`config.mk`:
```
export PLATFORM = sky130hd
export DESIGN_NAME = hoene_protocol_frame_sequencer
export DESIGN_NICKNAME = d
export VERILOG_FILES = /design/src/rtl/hoene_protocol_frame_sequencer.sv
export SDC_FILE = /design/constraint.sdc
export NUM_CORES = 1
export LEC_CHECK = 0
export ABC_AREA = 0
export CAP_MARGIN = 10
export CORE_MARGIN = 1
export CORE_UTILIZATION = 55
export CTS_BUF_LIST = sky130_fd_sc_hd__clkbuf_4
export CTS_CLUSTER_SIZE = 20
export DETAILED_ROUTE_END_ITERATION = 6
export PLACE_DENSITY = 0.78
export SYNTH_ARGS = -nofsm -noshare
export SYNTH_HDL_FRONTEND = slang
export SYNTH_SLANG_ARGS = --single-unit
```
`constraint.sdc`:
```
create_clock -name clk -period 2.6 [get_ports clk]
set_input_delay 0.39 -clock clk [delete_from_list [all_inputs] [get_ports clk]]
set_output_delay 0.39 -clock clk [all_outputs]
set_load 0.005 [all_outputs]
```
`src/rtl/hoene_protocol_frame_sequencer.sv`:
```
// hoene_protocol_frame_sequencer
// Receive-side frame controller. It sits between the protocol in-sync stage
// and the LED PWM/forwarding logic.
// The first frame after sync is assembled MSB first and parity-checked. If
// the check passes, the data field is committed as the duty value. Frames
// that follow in the same sync burst are passed to the next node in the chain.
// Optional feature macro: SEQ_ERROR_COUNTER_EN (saturating 4-bit error counter).
//
// state   | meaning
// --------+-----------------------------------------------------------
// IDLE    | no sync; waiting for in_sync to rise
// HUNT    | sync seen, waiting for the first bit strobe of own frame
// RECV    | shifting in data + parity bits
// CHECK   | one cycle: even-parity check of the assembled frame
// COMMIT  | one cycle: pwm_set pulse, duty updated
// FORWARD | later frames of this burst are passed to fwd_clk/fwd_data
// DONE    | own frame committed, forwarding disabled; wait for sync loss
// ERROR   | parity or decoder error; wait for sync loss
module hoene_protocol_frame_sequencer #(
  parameter int DATA_BITS  = 8,
  parameter bit FWD_ENABLE = 1'b1
) (
  input  logic                 clk,
  input  logic                 rst_n,
  input  logic                 in_clk,
  input  logic                 in_data,
  input  logic                 in_sync,
  input  logic                 in_error,
  output logic [DATA_BITS-1:0] duty,
  output logic                 pwm_set,
  output logic                 frame_err,
  output logic [7:0]           frame_count,
  output logic                 busy,
  output logic                 fwd_clk,
  output logic                 fwd_data,
  output logic [3:0]           err_count
);

  localparam int FRAME_BITS = DATA_BITS + 1;
  localparam int CW         = $clog2(FRAME_BITS + 1);

  typedef enum logic [2:0] {
    S_IDLE, S_HUNT, S_RECV, S_CHECK, S_COMMIT, S_FORWARD, S_DONE, S_ERROR
  } state_t;

  state_t                state_q, state_d;
  logic [FRAME_BITS-1:0] shift_q, shift_d;
  logic [CW-1:0]         cnt_q, cnt_d, cnt_inc;
  logic [DATA_BITS-1:0]  duty_q, duty_d;
  logic                  pwm_set_q, pwm_set_d;
  logic                  frame_err_q, frame_err_d;
  logic [7:0]            frame_count_q, frame_count_d;
  logic                  busy_q, busy_d;
  logic                  fwd_clk_q, fwd_clk_d;
  logic                  fwd_data_q, fwd_data_d;

  assign cnt_inc = cnt_q + CW'(1);

  // Next-state and next-output logic. Sync loss has the highest priority,
  // then the decoder error, then the bit strobe.
  always_comb begin
    state_d       = state_q;
    shift_d       = shift_q;
    cnt_d         = cnt_q;
    duty_d        = duty_q;
    pwm_set_d     = 1'b0;
    frame_err_d   = 1'b0;
    frame_count_d = frame_count_q;
    fwd_clk_d     = 1'b0;
    fwd_data_d    = 1'b0;

    case (state_q)
      S_IDLE: begin
        if (in_sync) state_d = S_HUNT;
      end
      S_HUNT: begin
        if (!in_sync) begin
          state_d = S_IDLE;
        end else if (in_error) begin
          state_d     = S_ERROR;
          frame_err_d = 1'b1;
        end else if (in_clk) begin
          state_d = S_RECV;
          shift_d = {shift_q[FRAME_BITS-2:0], in_data};
          cnt_d   = CW'(1);
        end
      end
      S_RECV: begin
        if (!in_sync) begin
          state_d = S_IDLE;
        end else if (in_error) begin
          state_d     = S_ERROR;
          frame_err_d = 1'b1;
        end else if (in_clk) begin
          shift_d = {shift_q[FRAME_BITS-2:0], in_data};
          cnt_d   = cnt_inc;
          if (cnt_inc == CW'(FRAME_BITS)) state_d = S_CHECK;
        end
      end
      S_CHECK: begin
        if (!in_sync) begin
          state_d = S_IDLE;
        end else if (in_error || (^shift_q)) begin
          state_d     = S_ERROR;
          frame_err_d = 1'b1;
        end else begin
          // Outputs are registered, so they are visible during COMMIT.
          state_d       = S_COMMIT;
          duty_d        = shift_q[FRAME_BITS-1:1];
          pwm_set_d     = 1'b1;
          frame_count_d = frame_count_q + 8'd1;
        end
      end
      S_COMMIT: begin
        state_d = FWD_ENABLE ? S_FORWARD : S_DONE;
      end
      S_FORWARD: begin
        if (!in_sync) begin
          state_d = S_IDLE;
        end else if (in_clk) begin
          fwd_clk_d  = 1'b1;
          fwd_data_d = in_data;
        end
      end
      S_DONE, S_ERROR: begin
        if (!in_sync) state_d = S_IDLE;
      end
      default: state_d = S_IDLE;
    endcase

    // A partial frame is discarded whenever we fall back to IDLE.
    if (state_d == S_IDLE) begin
      shift_d = '0;
      cnt_d   = '0;
    end

    busy_d = (state_d == S_RECV) || (state_d == S_CHECK) || (state_d == S_COMMIT);
  end

  // State and registered outputs
  always_ff @(posedge clk or negedge rst_n) begin
    if (!rst_n) begin
      state_q       <= S_IDLE;
      shift_q       <= '0;
      cnt_q         <= '0;
      duty_q        <= '0;
      pwm_set_q     <= 1'b0;
      frame_err_q   <= 1'b0;
      frame_count_q <= '0;
      busy_q        <= 1'b0;
      fwd_clk_q     <= 1'b0;
      fwd_data_q    <= 1'b0;
    end else begin
      state_q       <= state_d;
      shift_q       <= shift_d;
      cnt_q         <= cnt_d;
      duty_q        <= duty_d;
      pwm_set_q     <= pwm_set_d;
      frame_err_q   <= frame_err_d;
      frame_count_q <= frame_count_d;
      busy_q        <= busy_d;
      fwd_clk_q     <= fwd_clk_d;
      fwd_data_q    <= fwd_data_d;
    end
  end

`ifdef SEQ_ERROR_COUNTER_EN
  logic [3:0] err_cnt_q, err_cnt_d;

  // Saturating count of frame_err pulses; only rst_n clears it
  always_comb begin
    err_cnt_d = err_cnt_q;
    if (frame_err_d && (err_cnt_q != 4'hF)) err_cnt_d = err_cnt_q + 4'd1;
  end

  // Error counter register
  always_ff @(posedge clk or negedge rst_n) begin
    if (!rst_n) err_cnt_q <= 4'd0;
    else        err_cnt_q <= err_cnt_d;
  end

  assign err_count = err_cnt_q;
`else
  assign err_count = 4'd0;
`endif

  assign duty        = duty_q;
  assign pwm_set     = pwm_set_q;
  assign frame_err   = frame_err_q;
  assign frame_count = frame_count_q;
  assign busy        = busy_q;
  assign fwd_clk     = fwd_clk_q;
  assign fwd_data    = fwd_data_q;

endmodule

```
# Word level (Yosys, flattened, before mapping)
# Index checks and enable logic that the tools add are counted.
# Widths: inputs -> output; s select.
dict set report word_totals {
  regBits 37
  inputBits 6
  out_inout_bits 25
}
dict set report op_classes {
  addsub 2
  eq_ne 18
  n_mux 39
  bitwise_logic 1
  n_reduce_logical 15
}
# op n
set op_table {}
lappend op_table {{$mux 9} 5}
lappend op_table {{$mux 3} 10}
lappend op_table {{$mux 4} 7}
lappend op_table {{$ne 3x3->1 const B} 6}
lappend op_table {{$pmux 3 s6} 1}
lappend op_table {{$eq 3x3->1 const B} 5}
lappend op_table {{$mux 1} 13}
lappend op_table {{$eq 3x2->1 const B} 4}
lappend op_table {{$reduce_xor 9->1} 1}
lappend op_table {{$add 8x1->8 const B} 1}
lappend op_table {{$pmux 4 s2} 1}
lappend op_table {{$reduce_and 7->1} 1}
lappend op_table {{$logic_not 3->1} 2}
lappend op_table {{$reduce_bool 2->1} 3}
lappend op_table {{$add 4x1->4 const B} 1}
lappend op_table {{$eq 4x4->1 const B} 1}
lappend op_table {{$reduce_and 4->1} 1}
lappend op_table {{$eq 3x1->1 const B} 1}
lappend op_table {{$logic_or 1x1->1} 3}
lappend op_table {{$reduce_and 3->1} 1}
lappend op_table {{$reduce_bool 3->1} 1}
lappend op_table {{$reduce_or 3->1} 1}
lappend op_table {{$mux 2} 1}
lappend op_table {{$ne 2x1->1 const B} 1}
lappend op_table {{other kinds (3)} 3}

# Logic depth before layout (Yosys ltp)
# Gate-level depths: netlist of run 1.
dict set report depth {
  word_depth 10
  depth_mapped 8
  depth_no_buf 7
}

# Worst setup path after synthesis of run 1
# Ideal clock, no wire load.
dict set report synth_timing {
  path_kind {flip-flop to flip-flop}
  from {register shift_q[3]}
  to {register duty_q[3] (netlist: duty[3])}
  setup_time_ns 0.125
  t_arrival_ns 1.859
  required_time_ns 2.475
  path_slack_ns 0.616
  path_stages_with_launch 6
  n_path_buf 1
  synth_period_minus_slack_ns 1.984
  cell_sequence {dfrtp_1 > xor2_1 > xnor3_1 > mux2i_4 > buf_8 > mux2_4}
}
dict set report synth_between {
  elab_chain_cells 4
}
# element line
set synth_rtl {}
lappend synth_rtl {{start: declaration} 47} ;# logic [FRAME_BITS-1:0] shift_q, shift_d;
lappend synth_rtl {{start signal: assignment} 155} ;# shift_q <= shift_d;
lappend synth_rtl {{$reduce_xor 9->1} 103} ;# end else if (in_error || (^shift_q)) begin
lappend synth_rtl {{$logic_or 1x1->1} 103}
lappend synth_rtl {{$not 1->1 (no line)} --}
lappend synth_rtl {{$reduce_and 3->1 (no line)} --}
lappend synth_rtl {{end signal: assignment} 157} ;# duty_q <= duty_d;
lappend synth_rtl {{end: declaration} 49} ;# logic [DATA_BITS-1:0] duty_q, duty_d;
# No other way between the ends.
# A chain may end at the register's enable or synchronous reset.

# Final worst setup path of run 1
dict set report layout_timing {
  from {register shift_q[3]}
  to {register frame_count_q[1] (netlist: frame_count[1])}
}
dict set report layout_between {
  elab_chain_cells 4
}
# element line
set layout_rtl {}
lappend layout_rtl {{$reduce_xor 9->1} 103}
lappend layout_rtl {{$logic_or 1x1->1} 103}
lappend layout_rtl {{$not 1->1 (no line)} --}
lappend layout_rtl {{$reduce_and 3->1 (no line)} --}
lappend layout_rtl {{end signal: assignment} 160} ;# frame_count_q <= frame_count_d;
lappend layout_rtl {{end: declaration} 52} ;# logic [7:0] frame_count_q, frame_count_d;
# No other way between the ends.

==> summary.txt, run 1 <==
Global routing
  • Grt total ovfl: 0
  • Pin count of the biggest net entering global routing: 38
  • Initial antenna violation count: 0
  • GRT Total Usage: between 20% and 30%
  • Vias in the first global route: around 1300
  • First-pass GRT wire length: between 5000 and 6000 um

Worst setup path
  • Crit-path cells: xor2_1 > xnor3_1 > mux2i_4 > mux2_2
  • WS Path Type: flop to flop
  • Crit-path max cell delay: around 0.66 ns
  • Slowest CP cell: mux2i_4
  • Arrival time at the worst endpoint: ~2.5 ns
  • Max FO, Critical Path: 18
  • Crit. End Element: flop
  • CP required: 2.81 ns
  • Startpoint types: flop

Clocking
  • CTS Hold Bufs: 0
  • CTS sink count: 37
  • Clock Pin Slew Worst Setup and Hold Paths: about 0.10 ns
  • TritonCTS Buffers: 5
  • Clock Latency Late Sink: ~0.33 ns
  • CTS tree: built
  • Post-CTS Setup Bufs: 0
  • Post-cts resize count: 0
  • H-tree levels: 2
  • Max Buffers Root-to-Sink: 2
  • CTS root buf: clkbuf_4

STA
  • Setup TNS: 0 ns
  • Final worst path period need: ~2.3 ns
  • Final period util: between 80% and 90%
  • Slew HR: between 50% and 60%
  • Worst Max-Slew Pin Slew: 0.6977 ns
  • Unrepaired setup endpoints after global routing: no
  • Worst setup margin: between 0.2 and 0.3 ns
  • Setup violators final: 0
  • Final Max Slew Viols: 0
  • Fin Clk Skew: roughly 0.0055 ns
  • Hold Violations, Final: 0
  • Fmax: approximately 430 MHz

Floorplanning
  • Die span in y: 60.05 um
  • Core Region: ~3100 sq um
  • Top Ports: 31
  • Row cnt: 20
  • Chip Width: about 60 um
  • Effective utilization at floorplan: between 50% and 60%
  • Die area: roughly 3600 sq um

Placed design
  • GPL Wtd Cong: ~0.8
  • Pre-CTS WS: roughly 0.18 ns
  • Port bufs: 26
  • DP Cell Count: about 230
  • DP HPWL: ~2400 um

Pwr
  • Power density over the cells: 686.9 nW/um^2
  • Static Leakage: roughly 1.1 nW
  • IR drop worst, VDD: ~0.33 mV

Drt
  • # DRC: 0
  • Vias/cell: approximately 5.4
  • Initial DRT Pass Iterations: 4
  • Total wire length: roughly 3300 um
  • Vias: roughly 1300
  • 1st-iter DRT viols: 34
  • Post-DRT Antenna Nets: 0
  • Avg WL per Cell: roughly 14 um

Run status
  • Outcome: complete, no violations

Cells and area
  • P&R area growth vs syn: 19.18%
  • Post-Layout Cell Count: 241
  • N_diodes: 0
  • Final net count: approximately 200
  • Layout cells sized above 1: between 10% and 20%

Hold path
  • Worst hold path type: input port to asynchronous set/reset pin

Yosys
  • Synth Register Bits: 37
  • Cell variety after synth: 39
  • Synth Flop Type: dfrtp_1
  • Post-synthesis cell count: about 170
  • Register area share after synthesis: between 40 and 50%
  • Mapped Area: approximately 1900 sq um
  • Avg Cell Area, Syn: about 11 sq um
  • Synth async-reset ratio: between 90% and 100%
  • Number of synthesized flops with an enable pin: 0
  • Yosys warnings: 0

Run
  • # Max-Cap Violations: 0
[placed cells by master, fill, tap and decap left out, drive strengths merged, types with 3 or more instances in the layout]
master and count:
o21ai 5, buf 5, xnor2 4, nand2 10
a21oi 13, clkdlybuf4s50 26, mux2 9, nor2 10
clkbuf 8, mux2i 10, conb 4, ha 3
nor2b 4, nor3 7, nand3 6, xor2 10
dfrtp 37, inv 5
[final cells by class]
type                    count  area [sq um]
multi-input cells         116         850.8
well taps                  44         55.05
fillers                   241         919.6
clock buffers               8         60.06
repair buffers             31         297.8
inverters                   5         18.77
flip-flops and latches     37         925.9
[Yosys cell counts, drive strengths merged (2+ instances only)]
cell / instances / share of area [%]
a21boi: 2 / 0.81
a21oi: 13 / 3.5
buf: 6 / 2.7
clkbuf: 5 / 1.0
dfrtp: 37 / 50
ha: 3 / 2.0
inv: 5 / 1.0
mux2: 9 / 6.3
mux2i: 10 / 6.1
nand2: 10 / 2.0
nand3: 6 / 1.6
nor2: 10 / 2.0
nor2b: 4 / 1.4
nor3: 7 / 1.9
nor3b: 2 / 0.81
o21ai: 5 / 1.4
o21bai: 2 / 0.81
xnor2: 4 / 1.9
xnor3: 2 / 2.4
xor2: 10 / 4.7
[where the power goes]
group	switching, W	internal [W]
clock	0.000169	0.000139
sequential	0.000101	0.000638
combinational	0.000251	0.000219
total	0.000521	0.000996
[final timing paths]
check	start	end	slack, ns	depth (start not counted)
max	shift_q[3]	frame_count[1]	0.30	4
min	rst_n	frame_err	0.47	2
max reg2reg	shift_q[3]	frame_count[1]	0.30	4
min reg2reg	frame_count[5]	frame_count[5]	0.50	1
max in group asynchronous	rst_n	duty[4]	1.81	2
min in group clk	frame_count[5]	frame_count[5]	0.50	1
[logic make-up (layout without fill, tap and decap cells)]
group	after synthesis	after routing	synth area share, %
xor+xnor	16	16	9.047
flops	37	37	49.97
compound gates	29	29	9.386
buf+inv	16	44	4.726
other cells	1	4	0.2024
fa+ha+maj	3	3	2.026
simple gates	45	45	12.29
mux	19	19	12.36
[registers in the layout, indices dropped and copies added, names as in the netlist]
signal / flops
duty: 8
shift_q: 9
fwd_clk: 1
cnt_q: 4
fwd_data: 1
busy: 1
state_q: 3
pwm_set: 1
frame_err: 1
frame_count: 8
[routing by layer]
layer,part of all wire [%],track usage (%)
met5,0,0
met4,1.4,8.638
met3,4.3,4.329
met2,46,34.60
met1,48,29.16
[critical path: cells and delay by family, from the launching register on]
family	cells	cell delay, ns
flip-flops	1	0.43
XOR/XNOR	2	0.68
multiplexers	2	1.08
[per-stage QoR]
step	total power [W]	area [sq um]	util, %	hold slack, ns
after floorplan	0.001041	1864	-	0.09441
after global placement	0.001198	2148	68.68	0.4604
after detailed placement	0.001217	2148	68.68	0.4894
after CTS	0.001525	2208	70.60	0.4801
after global routing	0.001625	2208	70.60	0.5094
final	0.001517	2208	70.60	0.4733
(Power assumes the default switching activity.)
==> run 2, diff against run 1 <==
CTS_CLUSTER_DIAMETER = 80   (was not set)
CTS_CLUSTER_SIZE = not set   (was 20)
PLACE_DENSITY = 0.82   (was 0.78)
==> run 2 against run 1 <==
Net effect:
- first-iteration DRC count is 140% higher
- global-route usage hardly changed
- maximum frequency hardly changed
==> summary.txt, run 2 (synthesis results as in run 1) <==
Floorplanning
  • Chip Width: 60.05 um (unchanged)
  • Effective utilization at floorplan: 59.24% (unchanged)
  • Core Region: 3128 sq um (unchanged)
  • Die span in y: 60.05 um (unchanged)
  • Top Ports: 31 (unchanged)
  • Row cnt: 20 (unchanged)
  • Die area: 3605 sq um (unchanged)

Clocking
  • Clock Latency Late Sink: 0.33 ns (about the same)
  • CTS root buf: clkbuf_4
  • Post-cts resize count: 0 (unchanged)
  • CTS Hold Bufs: 0 (unchanged)
  • Clock Pin Slew Worst Setup and Hold Paths: 0.11 ns (about the same)
  • Max Buffers Root-to-Sink: 2 (unchanged)
  • CTS sink count: 37 (unchanged)
  • CTS tree: built
  • H-tree levels: 2 (unchanged)
  • Post-CTS Setup Bufs: 0 (unchanged)
  • TritonCTS Buffers: 5 (unchanged)

Worst setup path
  • Startpoint types: flop
  • R2r startpoint: shift_q[3]
  • Arrival time at the worst endpoint: 2.53 ns (+0.02 ns)
  • Max FO, Critical Path: 18 (unchanged)
  • Reg2reg path depth: 4 (unchanged)
  • CP required: 2.82 ns (about the same)
  • R2r setup slk: 0.30 ns (about the same)
  • Crit. End Element: flop
  • WS Path Type: flop to flop
  • FF-to-FF End: frame_count[1]

STA
  • Worst Max-Slew Pin Slew: 0.7029 ns (+0.005159 ns)
  • Setup violators final: 0 (unchanged)
  • Unrepaired setup endpoints after global routing: no
  • Final Max Slew Viols: 0 (unchanged)
  • Slew HR: 52.14% (-0.35 points)
  • Fin Clk Skew: 0.004956 ns (-0.0005880 ns)
  • Worst setup margin: 0.2963 ns (-0.002224 ns)
  • Final period util: 88.60% (about the same)
  • Hold Slack: 0.4652 ns (-0.008102 ns)
  • Final worst path period need: 2.304 ns (+0.002224 ns)
  • Setup TNS: 0 ns (unchanged)
  • Fmax: 434.1 MHz (about the same)
  • Hold Violations, Final: 0 (unchanged)

Cells and area
  • Final net count: 205 (unchanged)
  • P&R area growth vs syn: 20.19%
  • Largest register FFs: 9 (unchanged)
  • Most common cell after layout, fill and taps aside: dfrtp_1
  • N_diodes: 0 (unchanged)
  • Fill cells: 231 (-4.1%)
  • Reg with most FFs: shift_q
  • Post-Layout Inst Area: 2227 sq um (+0.85%)
  • Layout cells sized above 1: 11.68% (-0.51 points)
  • Post-Layout Cell Count: 241 (unchanged)
  • Commonest cells after routing, fill and taps aside: 37 x dfrtp_1, 26 x clkdlybuf4s50_1, 13 x a21oi_1

Global routing
  • GRT Total Usage: 21.76% (+0.036 points)
  • Initial antenna violation count: 0 (unchanged)
  • Grt total ovfl: 0 (unchanged)
  • First-pass GRT wire length: 5658 um (-1.3%)
  • Pin count of the biggest net entering global routing: 38 (unchanged)
  • Vias in the first global route: 1330 (+3.1%)

Run
  • # Max-Cap Violations: 0 (unchanged)

Drt
  • 1st-iter DRT viols: 82 (+140%)
  • Total wire length: 3347 um (+1.0%)
  • Initial DRT Pass Iterations: 4 (unchanged)
  • # DRC: 0 (unchanged)
  • Vias/cell: 5.456 (+1.0%)
  • Avg WL per Cell: 13.89 um (+1.0%)
  • Vias: 1315 (+1.0%)
  • Post-DRT Antenna Nets: 0 (unchanged)

Placed design
  • Area after DPL: 2148 sq um (unchanged)
  • DP Cell Count: 233 (unchanged)
  • Port bufs: 26 (unchanged)
  • DP HPWL: 2378 um (-0.73%)
  • GPL Wtd Cong: 0.7773 (-2.1%)
  • Pre-CTS WS: 0.2312 ns (+0.05449 ns)

Run status
  • Outcome: complete, no violations

Pwr
  • IR drop worst, VDD: 0.3108 mV (-5.0%)
  • Static Leakage: 1.110 nW (+0.19%)
  • Power density over the cells: 717.1 nW/um^2 (+4.4%)

Hold path
  • Worst hold path type: input port to asynchronous set/reset pin
==> run 2: changes by cell type in the layout (fill, tap and decap cells not counted), sizes merged <==
cell / before / now
clkinv: 0 / 1
clkinvlp: 0 / 1
bufinv: 0 / 1
clkbuf: 8 / 5
==> run 2: stage by stage <==
step | power [W] | utilization, %
4_1_cts | 0.001600 | 71.20
5_1_grt | 0.001695 | 71.20
2_1_floorplan | 0.001041 | -
3_5_place_dp | 0.001215 | 68.68
3_3_place_gp | 0.001195 | 68.68
6_report | 0.001597 | 71.20
==> run 2: area by class of cell <==
cell class,instances,area (sq um),area share [%]
Clock buffer,5,37.54,1.685
Clock inverter,3,41.29,1.854
Inverter,5,18.77,0.8427
Multi-Input combinational cell,116,850.8,38.20
Sequential cell,37,925.9,41.57
Tap cell,44,55.05,2.472
Timing Repair Buffer,31,297.8,13.37
==> run 2: critical path, cell delays in order, from the launching register on <==
cell and delay (ns):
dfrtp_1 0.44, xor2_1 0.19, xnor3_1 0.49, mux2i_4 0.67
mux2_2 0.41
==> run 2: worst max-delay path by stage <==
stage	start	end	slack (ns)
4_1_cts	shift_q[3]	frame_count[1]	0.29
5_1_grt	shift_q[3]	frame_count[1]	0.17
2_1_floorplan	shift_q[3]	duty[3]	0.62
3_3_place_gp	in_sync	frame_count[7]	0.30
3_5_place_dp	in_sync	frame_count[5]	0.23
6_report	shift_q[3]	frame_count[1]	0.30
==> run 2: metal layers <==
metal	up-vias	GRT usage, %	routed length, um
met5	-	0	0
met4	0	11.96	52
met3	8	5.195	155
met2	40	34.60	1650
met1	640	27.27	1489
li1	627	-	-
==> run 2: report_power, final <==
| part | internal (W) | switching (W) | total, W |
|---|---|---|---|
| Sequential | 0.000638 | 0.000104 | 0.000742 |
| Combinational | 0.000219 | 0.000252 | 0.000471 |
| Clock | 0.000199 | 0.000185 | 0.000384 |
==> run 3, diff against run 2 <==
CELL_PAD_IN_SITES_DETAIL_PLACEMENT = 1   (was not set)
CELL_PAD_IN_SITES_GLOBAL_PLACEMENT = 1   (was not set)
CORE_UTILIZATION = 43   (was 55)
PLACE_DENSITY = not set   (was 0.82)
PLACE_DENSITY_LB_ADDON = 0.1   (was not set)
==> run 3 against run 2 <==
Net effect:
- final area increased by 0.67%
- utilization shrank 16 points
- maximum frequency rose by 0.42%
- first-iteration DRC count shrank 27%
- hold slack better by 0.0058 ns
- combinational power up 13%
- flip-flop and latch count did not move
- clock power is 4% higher
- global-route usage shrank 1.1 points
- routed wire length is 20% higher
- via count decreased by 1.4%
- clock-buffer cell count increased by 1
- largest cell class unchanged
- highest routed layer unchanged
==> summary.txt, run 3 (synthesis results as in run 1) <==
Cells and area
  • Reg with most FFs: shift_q
  • Largest register FFs: 9 (unchanged)
  • Post-Layout Cell Count: 248 (+2.9%)
  • Fill cells: 452 (+96%)
  • Final Util: 55.26% (-16 points)
  • Layout cells sized above 1: 12.12% (+0.45 points)
  • P&R area growth vs syn: 21.00%
  • Commonest cells after routing, fill and taps aside: 37 x dfrtp_1, 26 x clkdlybuf4s50_1, 13 x a21oi_1
  • N_diodes: 0 (unchanged)
  • Most common cell after layout, fill and taps aside: dfrtp_1
  • Final net count: 206 (+0.49%)

Clocking
  • CTS root buf: clkbuf_4
  • Post-cts resize count: 0 (unchanged)
  • H-tree levels: 2 (unchanged)
  • TritonCTS Buffers: 5 (unchanged)
  • CTS sink count: 37 (unchanged)
  • CTS tree: built
  • CTS Hold Bufs: 0 (unchanged)
  • Max Buffers Root-to-Sink: 2 (unchanged)
  • Post-CTS Setup Bufs: 0 (unchanged)
  • Clock Pin Slew Worst Setup and Hold Paths: 0.11 ns (about the same)
  • Clock Latency Late Sink: 0.34 ns (about the same)

Floorplanning
  • Top Ports: 31 (unchanged)
  • Die area: 4576 sq um (+27%)
  • Core Region: 4058 sq um (+30%)
  • Die span in y: 67.65 um (+13%)
  • Effective utilization at floorplan: 45.67% (-14 points)
  • Row cnt: 23 (+15%)
  • Chip Width: 67.65 um (+13%)

Pwr
  • IR drop worst, VDD: 0.5164 mV (+66%)
  • Clock share of power: 24.1% (about the same)
  • Switch share: 34.14% (+0.23 points)
  • Static Leakage: 1.119 nW (+0.88%)
  • Flop pwr share: 43.8% (-2.7 points)
  • Switching pwr: 0.0005640 W (+4.2%)
  • Cell Int Power: 0.001088 W (+3.1%)
  • Combinational fraction of design power: 32.1% (+2.6 points)
  • Power density over the cells: 736.9 nW/um^2 (+2.8%)

STA
  • Fin Clk Skew: 0.006922 ns (+0.001966 ns)
  • Final period util: 88.23% (-0.37 points)
  • Worst setup margin: 0.3059 ns (+0.009598 ns)
  • Hold Slack: 0.4710 ns (+0.005755 ns)
  • Unrepaired setup endpoints after global routing: no
  • Final Max Slew Viols: 0 (unchanged)
  • Setup TNS: 0 ns (unchanged)
  • Hold Violations, Final: 0 (unchanged)
  • Final worst path period need: 2.294 ns (-0.009598 ns)
  • Setup violators final: 0 (unchanged)
  • Fmax: 435.9 MHz (+0.42%)
  • Worst Max-Slew Pin Slew: 0.7064 ns (+0.003545 ns)
  • Slew HR: 51.90% (-0.24 points)

Worst setup path
  • Crit-path max cell delay: 0.67 ns (about the same)
  • Crit. End Element: flop
  • Arrival time at the worst endpoint: 2.53 ns (about the same)
  • Crit-path cells: xor2_1 > xnor3_1 > mux2i_4 > mux2_2
  • WS Path Type: flop to flop
  • Crit path buf inv count: 0 (unchanged)
  • Startpoint types: flop
  • Max FO, Critical Path: 18 (unchanged)
  • Cell family with most CP delay: multiplexers
  • CP required: 2.83 ns (about the same)
  • Slowest CP cell: mux2i_4

Global routing
  • Pin count of the biggest net entering global routing: 38 (unchanged)
  • Grt total ovfl: 0 (unchanged)
  • GRT Total Usage: 20.63% (-1.1 points)
  • Initial antenna violation count: 0 (unchanged)
  • Vias in the first global route: 1359 (+2.2%)
  • First-pass GRT wire length: 6741 um (+19%)

Drt
  • Met2 WL: 2096 um (+27%)
  • Met3 WL: 116 um (-25%)
  • 1st-iter DRT viols: 60 (-27%)
  • # DRC: 0 (unchanged)
  • Vias: 1296 (-1.4%)
  • Metal-1 WL: 1756 um (+18%)
  • Total wire length: 4028 um (+20%)
  • Max layer used: met4
  • Initial DRT Pass Iterations: 4 (unchanged)
  • Avg WL per Cell: 16.24 um (+17%)
  • Vias/cell: 5.226 (-4.2%)
  • Post-DRT Antenna Nets: 0 (unchanged)

Placed design
  • Pre-CTS WS: 0.1694 ns (-0.06178 ns)
  • GPL Wtd Cong: 0.8058 (+3.7%)
  • Port bufs: 26 (unchanged)
  • DP Cell Count: 240 (+3.0%)
  • DP HPWL: 2953 um (+24%)

Run
  • # Max-Cap Violations: 0 (unchanged)

Run status
  • Outcome: complete, no violations

Hold path
  • Worst hold path type: input port to asynchronous set/reset pin
## run 3: cell types whose count changed in the layout (fill, tap and decap cells not counted)
cell        before  now
clkbuf_4         5    6
clkinvlp_4       1    0
buf_4            5    6
## run 3: per-stage QoR
stage                     area (sq um)  total power [W]
after detailed placement          2163         0.001266
after global routing              2242         0.001756
final                             2242         0.001652
after global placement            2163         0.001234
after CTS                         2242         0.001661
after floorplan                   1864         0.001041
## run 3: path summary, 6_finish.rpt
path | startpoint | end | slack (ns) | cells past startpoint
max | shift_q[3] | duty[1] | 0.31 | 4
min | rst_n | frame_count[4] | 0.47 | 2
max reg2reg | shift_q[3] | duty[1] | 0.31 | 4
min reg2reg | frame_count[7] | frame_count[7] | 0.48 | 1
max in group asynchronous | rst_n | pwm_set | 1.80 | 2
min in group clk | frame_count[7] | frame_count[7] | 0.48 | 1
## run 3: per-layer routing
layer	GRT usage, %	up-vias
met5	0	-
met4	7.181	0
met3	4.054	5
met2	36.01	26
met1	25.03	641
li1	-	624
## run 3: layout make-up
| class | count | area (sq um) | area share, % |
|---|---|---|---|
| flip-flops and latches | 37 | 925.9 | 41.29 |
| multi-input cells | 116 | 850.8 | 37.95 |
| repair buffers | 32 | 305.3 | 13.62 |
| well taps | 50 | 62.56 | 2.790 |
| clock buffers | 6 | 45.04 | 2.009 |
| clock inverters | 2 | 33.78 | 1.507 |
| inverters | 5 | 18.77 | 0.8371 |
## run 3: power by group through the flow
stage / logic, W / registers, W / clock network, W
3_5_place_dp: 0.000533 / 0.000734 / 0
2_1_floorplan: 0.000337 / 0.000703 / 0
6_report: 0.000530 / 0.000725 / 0.000398
5_1_grt: 0.000592 / 0.000739 / 0.000425
4_1_cts: 0.000535 / 0.000725 / 0.000402
3_3_place_gp: 0.000505 / 0.000729 / 0
==> edit 1, RTL diff (flow settings as in run 2) <==
The parameter `FWD_ENABLE` goes from 1'b1 to 1'b0.
--- a/src/rtl/hoene_protocol_frame_sequencer.sv
+++ b/src/rtl/hoene_protocol_frame_sequencer.sv
@@ -20,3 +20,3 @@
   parameter int DATA_BITS  = 8,
-  parameter bit FWD_ENABLE = 1'b1
+  parameter bit FWD_ENABLE = 1'b0
 ) (
Formal check against the unedited RTL: no difference found for any inputs over 10 cycles, from zero or initial values and one cycle with rst_n low; that may be too few to reach the edited logic, so the function may still have changed.
==> edit 1 against run 2 <==
  * Wire length decreased by 4.3%
  * Die area decreased by 1.4%
  * Area after synthesis decreased by 1.4%
  * Non-clock buffer count decreased by 2
  * Worst setup slack improved by 0.097 ns
  * Total power decreased by 15%
  * Sequential cell count unchanged
  * Count of clock-buffer cells in the layout unchanged
  * Synthesized cell count decreased by 1.8%
  * Clock skew increased by 0.0036 ns
  * Via count decreased by 5.2%
  * Design area decreased by 3.3%
  * Critical path type unchanged
==> edit 1: results (changes against run 2) <==
[grt]
globalRouteMet2Util_pct = 34.3  ; -0.25 points
grtUsageMet1_pct = 27.5  ; +0.24 points
grt_pass1_vias = 1233  ; -7.3%
use_met3_pct = 5.68  ; +0.48 points
grt_util_all_layers_pct = 21.4  ; -0.37 points
grt_pass1_wl_um = 5520  ; -2.4%
antenna_found_initial = 0  ; unchanged

[clock_network]
htreeDepth = 2  ; unchanged
post_cts_buffers = 0  ; unchanged
ctsResizeCount = 0  ; unchanged
cts-root-buf = clkbuf_4
clk_pin_slew_ns = 0.11  ; about the same

[pwr]
p_leak_nw = 1.10  ; -1.2%
peakVddDrop_mv = 0.552  ; +78%

[placement]
gp_congestion = 0.879  ; +13%
hpwl_um = 2300  ; -3.5%
dp.cells = 229  ; -1.7%
io_buffers = 26  ; unchanged
place_area_sq_um = 2110  ; -1.7%
dp_slack_ns = 0.235  ; +0.00400 ns

[worst_setup_path]
critical_path_arrival_ns = 2.42  ; -0.11 ns
worstSetupPathType = reg2reg
startpoint = shift_q[6]$_DFFE_PN0P_
reg2reg_slack_ns = 0.39  ; +0.10 ns

[drt]
drt_first_pass_iters = 5  ; +1
dr_wl_met2_um = 1540  ; -6.5%
drt-initial-drc-count = 47  ; -43%
drt-met1-wl_um = 1510  ; +1.4%
routed_wl_um = 3200  ; -4.3%
vias_per_cell = 5.31  ; -2.7%
route.met3.wl_um = 117  ; -25%

[final_layout]
mostFrequentLayoutCell = dfrtp_1
drive_above_1_share_pct = 11.5  ; -0.16 points
design.final.nets = 201  ; -2.0%
fin_cells = 235  ; -2.5%

[timing]
final.min_clock_period_ns = 2.21  ; -0.0967 ns
finClkSkew_ns = 0.00859  ; +0.00363 ns
timing.hold.ws_ns = 0.469  ; +0.00425 ns
tightestPinTransition_ns = 0.675  ; -0.0278 ns

[yosys]
synth_commonest_cells = dfrtp_1, nor2_1, mux2i_1, xor2_1
synth_area_per_cell_sq_um = 11.2  ; +0.40%
synthTopCellsByArea = dfrtp_1, mux2i_1, nor2_1
ys_seq_area_share_pct = 50.7  ; +0.72 points
synth_cell_types = 38  ; -2.6%

[hold_path]
hp-class = reg2reg

[outcome]
outcome = complete, no violations

edit 1: changes by cell type after synthesis, moves of 2 or more:
cell / before / now
nor2_1: 10 / 26
nand2_1: 10 / 4
inv_1: 5 / 7
a21oi_1: 13 / 7
a21boi_0: 2 / 0
xnor3_1: 2 / 0
nor2b_1: 4 / 2
nor3_1: 7 / 3
edit 1: cell families (layout without fill, tap and decap cells):
logic type | after synthesis | count (layout) | share of synthesized area [%]
AND/OR/NAND/NOR | 52 | 52 | 14.0
flip-flops | 37 | 37 | 50.7
multiplexers | 20 | 20 | 13.1
AO/OA/AOI/OAI | 17 | 17 | 5.62
buffers and inverters | 17 | 42 | 5.00
XOR/XNOR | 16 | 16 | 9.31
adder cells (fa/ha/maj) | 3 | 3 | 2.06
other | 1 | 4 | 0.205
edit 1: cell type report:
class,count,area (sq um)
clock buffers,5,37.5
clock inverters,1,5.00
fillers,261,950
inverters,7,26.3
multi-input cells,112,821
flip-flops and latches,37,926
well taps,44,55.1
repair buffers,29,283
edit 1: power breakdown:
part           switching, mW  internal (mW)
combinational          0.204          0.167
sequential            0.0905          0.628
clock                  0.170         0.0939
total                  0.464          0.888
edit 1: critical path: stages, from the launching register on:
cell	delay, ns
dfrtp_1	0.44
xnor2_1	0.24
xnor3_2	0.42
mux2i_4	0.58
mux2_2	0.41
edit 1: path summary, 6_finish.rpt:
check	to	cells past startpoint
max	duty[0]$_DFFE_PN0P_	4
max in group asynchronous	duty[4]$_DFFE_PN0P_	2
max reg2reg	duty[0]$_DFFE_PN0P_	4
min reg2reg	frame_count[7]$_DFFE_PN0P_	1
min in group asynchronous	frame_count[5]$_DFFE_PN0P_	2
min	frame_count[7]$_DFFE_PN0P_	1
==> edit 2, RTL diff (config.mk and constraints of run 2) <==
Made on the original files. Add an input register stage for `in_data`, `in_sync` and `in_error`, cleared by the reset; this delays them by one clock.
--- a/src/rtl/hoene_protocol_frame_sequencer.sv
+++ b/src/rtl/hoene_protocol_frame_sequencer.sv
@@ -45,2 +45,18 @@
 
+  logic in_data_q;
+  logic in_sync_q;
+  logic in_error_q;
+
+  always_ff @(posedge clk or negedge rst_n) begin
+    if (!rst_n) begin
+      in_data_q  <= '0;
+      in_sync_q  <= '0;
+      in_error_q <= '0;
+    end else begin
+      in_data_q  <= in_data;
+      in_sync_q  <= in_sync;
+      in_error_q <= in_error;
+    end
+  end
+
   state_t                state_q, state_d;
@@ -73,8 +89,8 @@
       S_IDLE: begin
-        if (in_sync) state_d = S_HUNT;
+        if (in_sync_q) state_d = S_HUNT;
       end
       S_HUNT: begin
-        if (!in_sync) begin
-          state_d = S_IDLE;
-        end else if (in_error) begin
+        if (!in_sync_q) begin
+          state_d = S_IDLE;
+        end else if (in_error_q) begin
           state_d     = S_ERROR;
@@ -83,3 +99,3 @@
           state_d = S_RECV;
-          shift_d = {shift_q[FRAME_BITS-2:0], in_data};
+          shift_d = {shift_q[FRAME_BITS-2:0], in_data_q};
           cnt_d   = CW'(1);
@@ -88,5 +104,5 @@
       S_RECV: begin
-        if (!in_sync) begin
-          state_d = S_IDLE;
-        end else if (in_error) begin
+        if (!in_sync_q) begin
+          state_d = S_IDLE;
+        end else if (in_error_q) begin
           state_d     = S_ERROR;
@@ -94,3 +110,3 @@
         end else if (in_clk) begin
-          shift_d = {shift_q[FRAME_BITS-2:0], in_data};
+          shift_d = {shift_q[FRAME_BITS-2:0], in_data_q};
           cnt_d   = cnt_inc;
@@ -100,5 +116,5 @@
       S_CHECK: begin
-        if (!in_sync) begin
-          state_d = S_IDLE;
-        end else if (in_error || (^shift_q)) begin
+        if (!in_sync_q) begin
+          state_d = S_IDLE;
+        end else if (in_error_q || (^shift_q)) begin
           state_d     = S_ERROR;
@@ -117,3 +133,3 @@
       S_FORWARD: begin
-        if (!in_sync) begin
+        if (!in_sync_q) begin
           state_d = S_IDLE;
@@ -121,3 +137,3 @@
           fwd_clk_d  = 1'b1;
-          fwd_data_d = in_data;
+          fwd_data_d = in_data_q;
         end
@@ -125,3 +141,3 @@
       S_DONE, S_ERROR: begin
-        if (!in_sync) state_d = S_IDLE;
+        if (!in_sync_q) state_d = S_IDLE;
       end
Check against the original RTL: not equivalent (a bounded check fails within 4 cycles, from zero or initial values and one cycle with rst_n low).
==> edit 2 against run 2 <==
  * Wire length shrank 2.2%
  * Area after synthesis increased by 3.6%
  * Sequential cell count rose by 3
  * Design area rose by 1.5%
  * Total power decreased by 3.8%
  * Hold slack got worse by 0.34 ns
  * Worst setup slack better by 0.23 ns
  * Via count decreased by 1.1%
  * Critical path type unchanged
==> edit 2: results (changes against run 2) <==
[outcome]
outcome = complete, no violations

[timing]
tightestPinTransition_ns = 0.835  ; +0.132 ns
finClkSkew_ns = 0.0113  ; +0.00634 ns

[clock_network]
htreeDepth = 2  ; unchanged
clk_pin_slew_ns = 0.12

[yosys]
synth_commonest_cells = dfrtp_1, a21oi_1, nor2_1, xor2_1, mux2i_1
ys_seq_area_share_pct = 52.1  ; +2.2 points
synthTopCellsByArea = dfrtp_1, mux2i_1, xor2_1
synth_cell_types = 37  ; -5.1%

[worst_setup_path]
critical_path_arrival_ns = 2.37  ; -0.16 ns
cp_max_fo = 17  ; -1
reg2regPathDepth = 6  ; +2

[placement]
hpwl_um = 2330  ; -2.2%
dp_slack_ns = 0.512  ; +0.281 ns
gp_congestion = 0.807  ; +3.8%

[floorplan]
core_sq_um = 3340  ; +6.7%

[drt]
routedWlPerCell_um = 13.5  ; -3.0%
drt-initial-drc-count = 42  ; -49%
vias_per_cell = 5.35  ; -1.9%
drt_first_pass_iters = 4  ; unchanged

[final_layout]
largest_reg_flops = 9  ; unchanged

[pwr]
peakVddDrop_mv = 0.446  ; +44%
p_leak_nw = 1.12  ; +0.56%

[grt]
grt_pass1_vias = 1229  ; -7.6%
grt_pass1_wl_um = 5420  ; -4.3%
grt_max_degree = 41  ; +7.9%

## edit 2: changes by cell type after synthesis, moves of 2 or more
cell     delta
nand2_1     -2
dfrtp_1     +3
a21oi_1     +4
o21ai_0     -3
## edit 2: critical path, cell delays in order, from the launching register on
cell and delay [ns]:
dfrtp_1 0.44, xnor2_1 0.25, xnor3_1 0.43, mux2i_4 0.22
buf_4 0.23, nor4_2 0.29, xor2_1 0.16
## edit 2: final cells by class
class                           count  area [sq um]
Tap cell                           46          57.6
Inverter                            5          18.8
Fill cell                         264          1080
Clock buffer                        6          45.0
Sequential cell                    40          1000
Clock inverter                      2          11.3
Multi-Input combinational cell    114           841
Timing Repair Buffer               30           285
## edit 2: stage by stage
step	instance area [sq um]	util (%)	cells
4_1_cts	2260	67.7	243
2_1_floorplan	1930	-	171
6_report	2260	67.7	243
3_5_place_dp	2200	66.0	235
3_3_place_gp	2200	66.0	235
5_1_grt	2260	67.7	243
## edit 2: path summary, 6_finish.rpt
check | startpoint | to | slack (ns)
setup / recovery | shift_q[6]$_DFFE_PN0P_ | frame_count[7]$_DFFE_PN0P_ | 0.52
hold / removal | rst_n | cnt_q[1]$_DFFE_PN0P_ | 0.12
setup reg to reg | shift_q[6]$_DFFE_PN0P_ | frame_count[7]$_DFFE_PN0P_ | 0.52
hold reg to reg | frame_count[7]$_DFFE_PN0P_ | frame_count[7]$_DFFE_PN0P_ | 0.49
max in group asynchronous | rst_n | in_error_q$_DFF_PN0_ | 1.94
min in group clk | in_error | in_error_q$_DFF_PN0_ | 0.47
## edit 2: cell families (layout without fill, tap and decap cells)
| logic type | count (synthesis) | in the layout | share of synthesized area (%) |
|---|---|---|---|
| AO/OA/AOI/OAI | 28 | 28 | 8.60 |
| XOR/XNOR | 16 | 16 | 8.73 |
| adder cells (fa/ha/maj) | 3 | 3 | 1.95 |
| buffers and inverters | 17 | 43 | 4.69 |
| flip-flops | 40 | 40 | 52.1 |
| multiplexers | 19 | 19 | 11.9 |
| other | 1 | 4 | 0.195 |
| AND/OR/NAND/NOR | 44 | 44 | 11.8 |
## edit 2: metal layers
metal  share of wire (%)  track usage, %  vias to the layer above  routed length [um]
li1                    -               -                      623                   -
met1                  44            27.5                      641                1450
met2                  50            30.9                       30                1630
met3                 4.0            5.04                        7                 131
met4                 1.9            12.7                        0                  61
met5                   0               0                        -                   0
## edit 2: report_power, final
| part | internal, mW | switching [mW] | total [mW] | leakage (nW) |
|---|---|---|---|---|
| logic | 0.216 | 0.235 | 0.451 | 0.544 |
| registers | 0.685 | 0.0911 | 0.776 | 0.543 |
| clock network | 0.113 | 0.196 | 0.310 | 0.0293 |
| total | 1.01 | 0.522 | 1.54 | 1.12 |
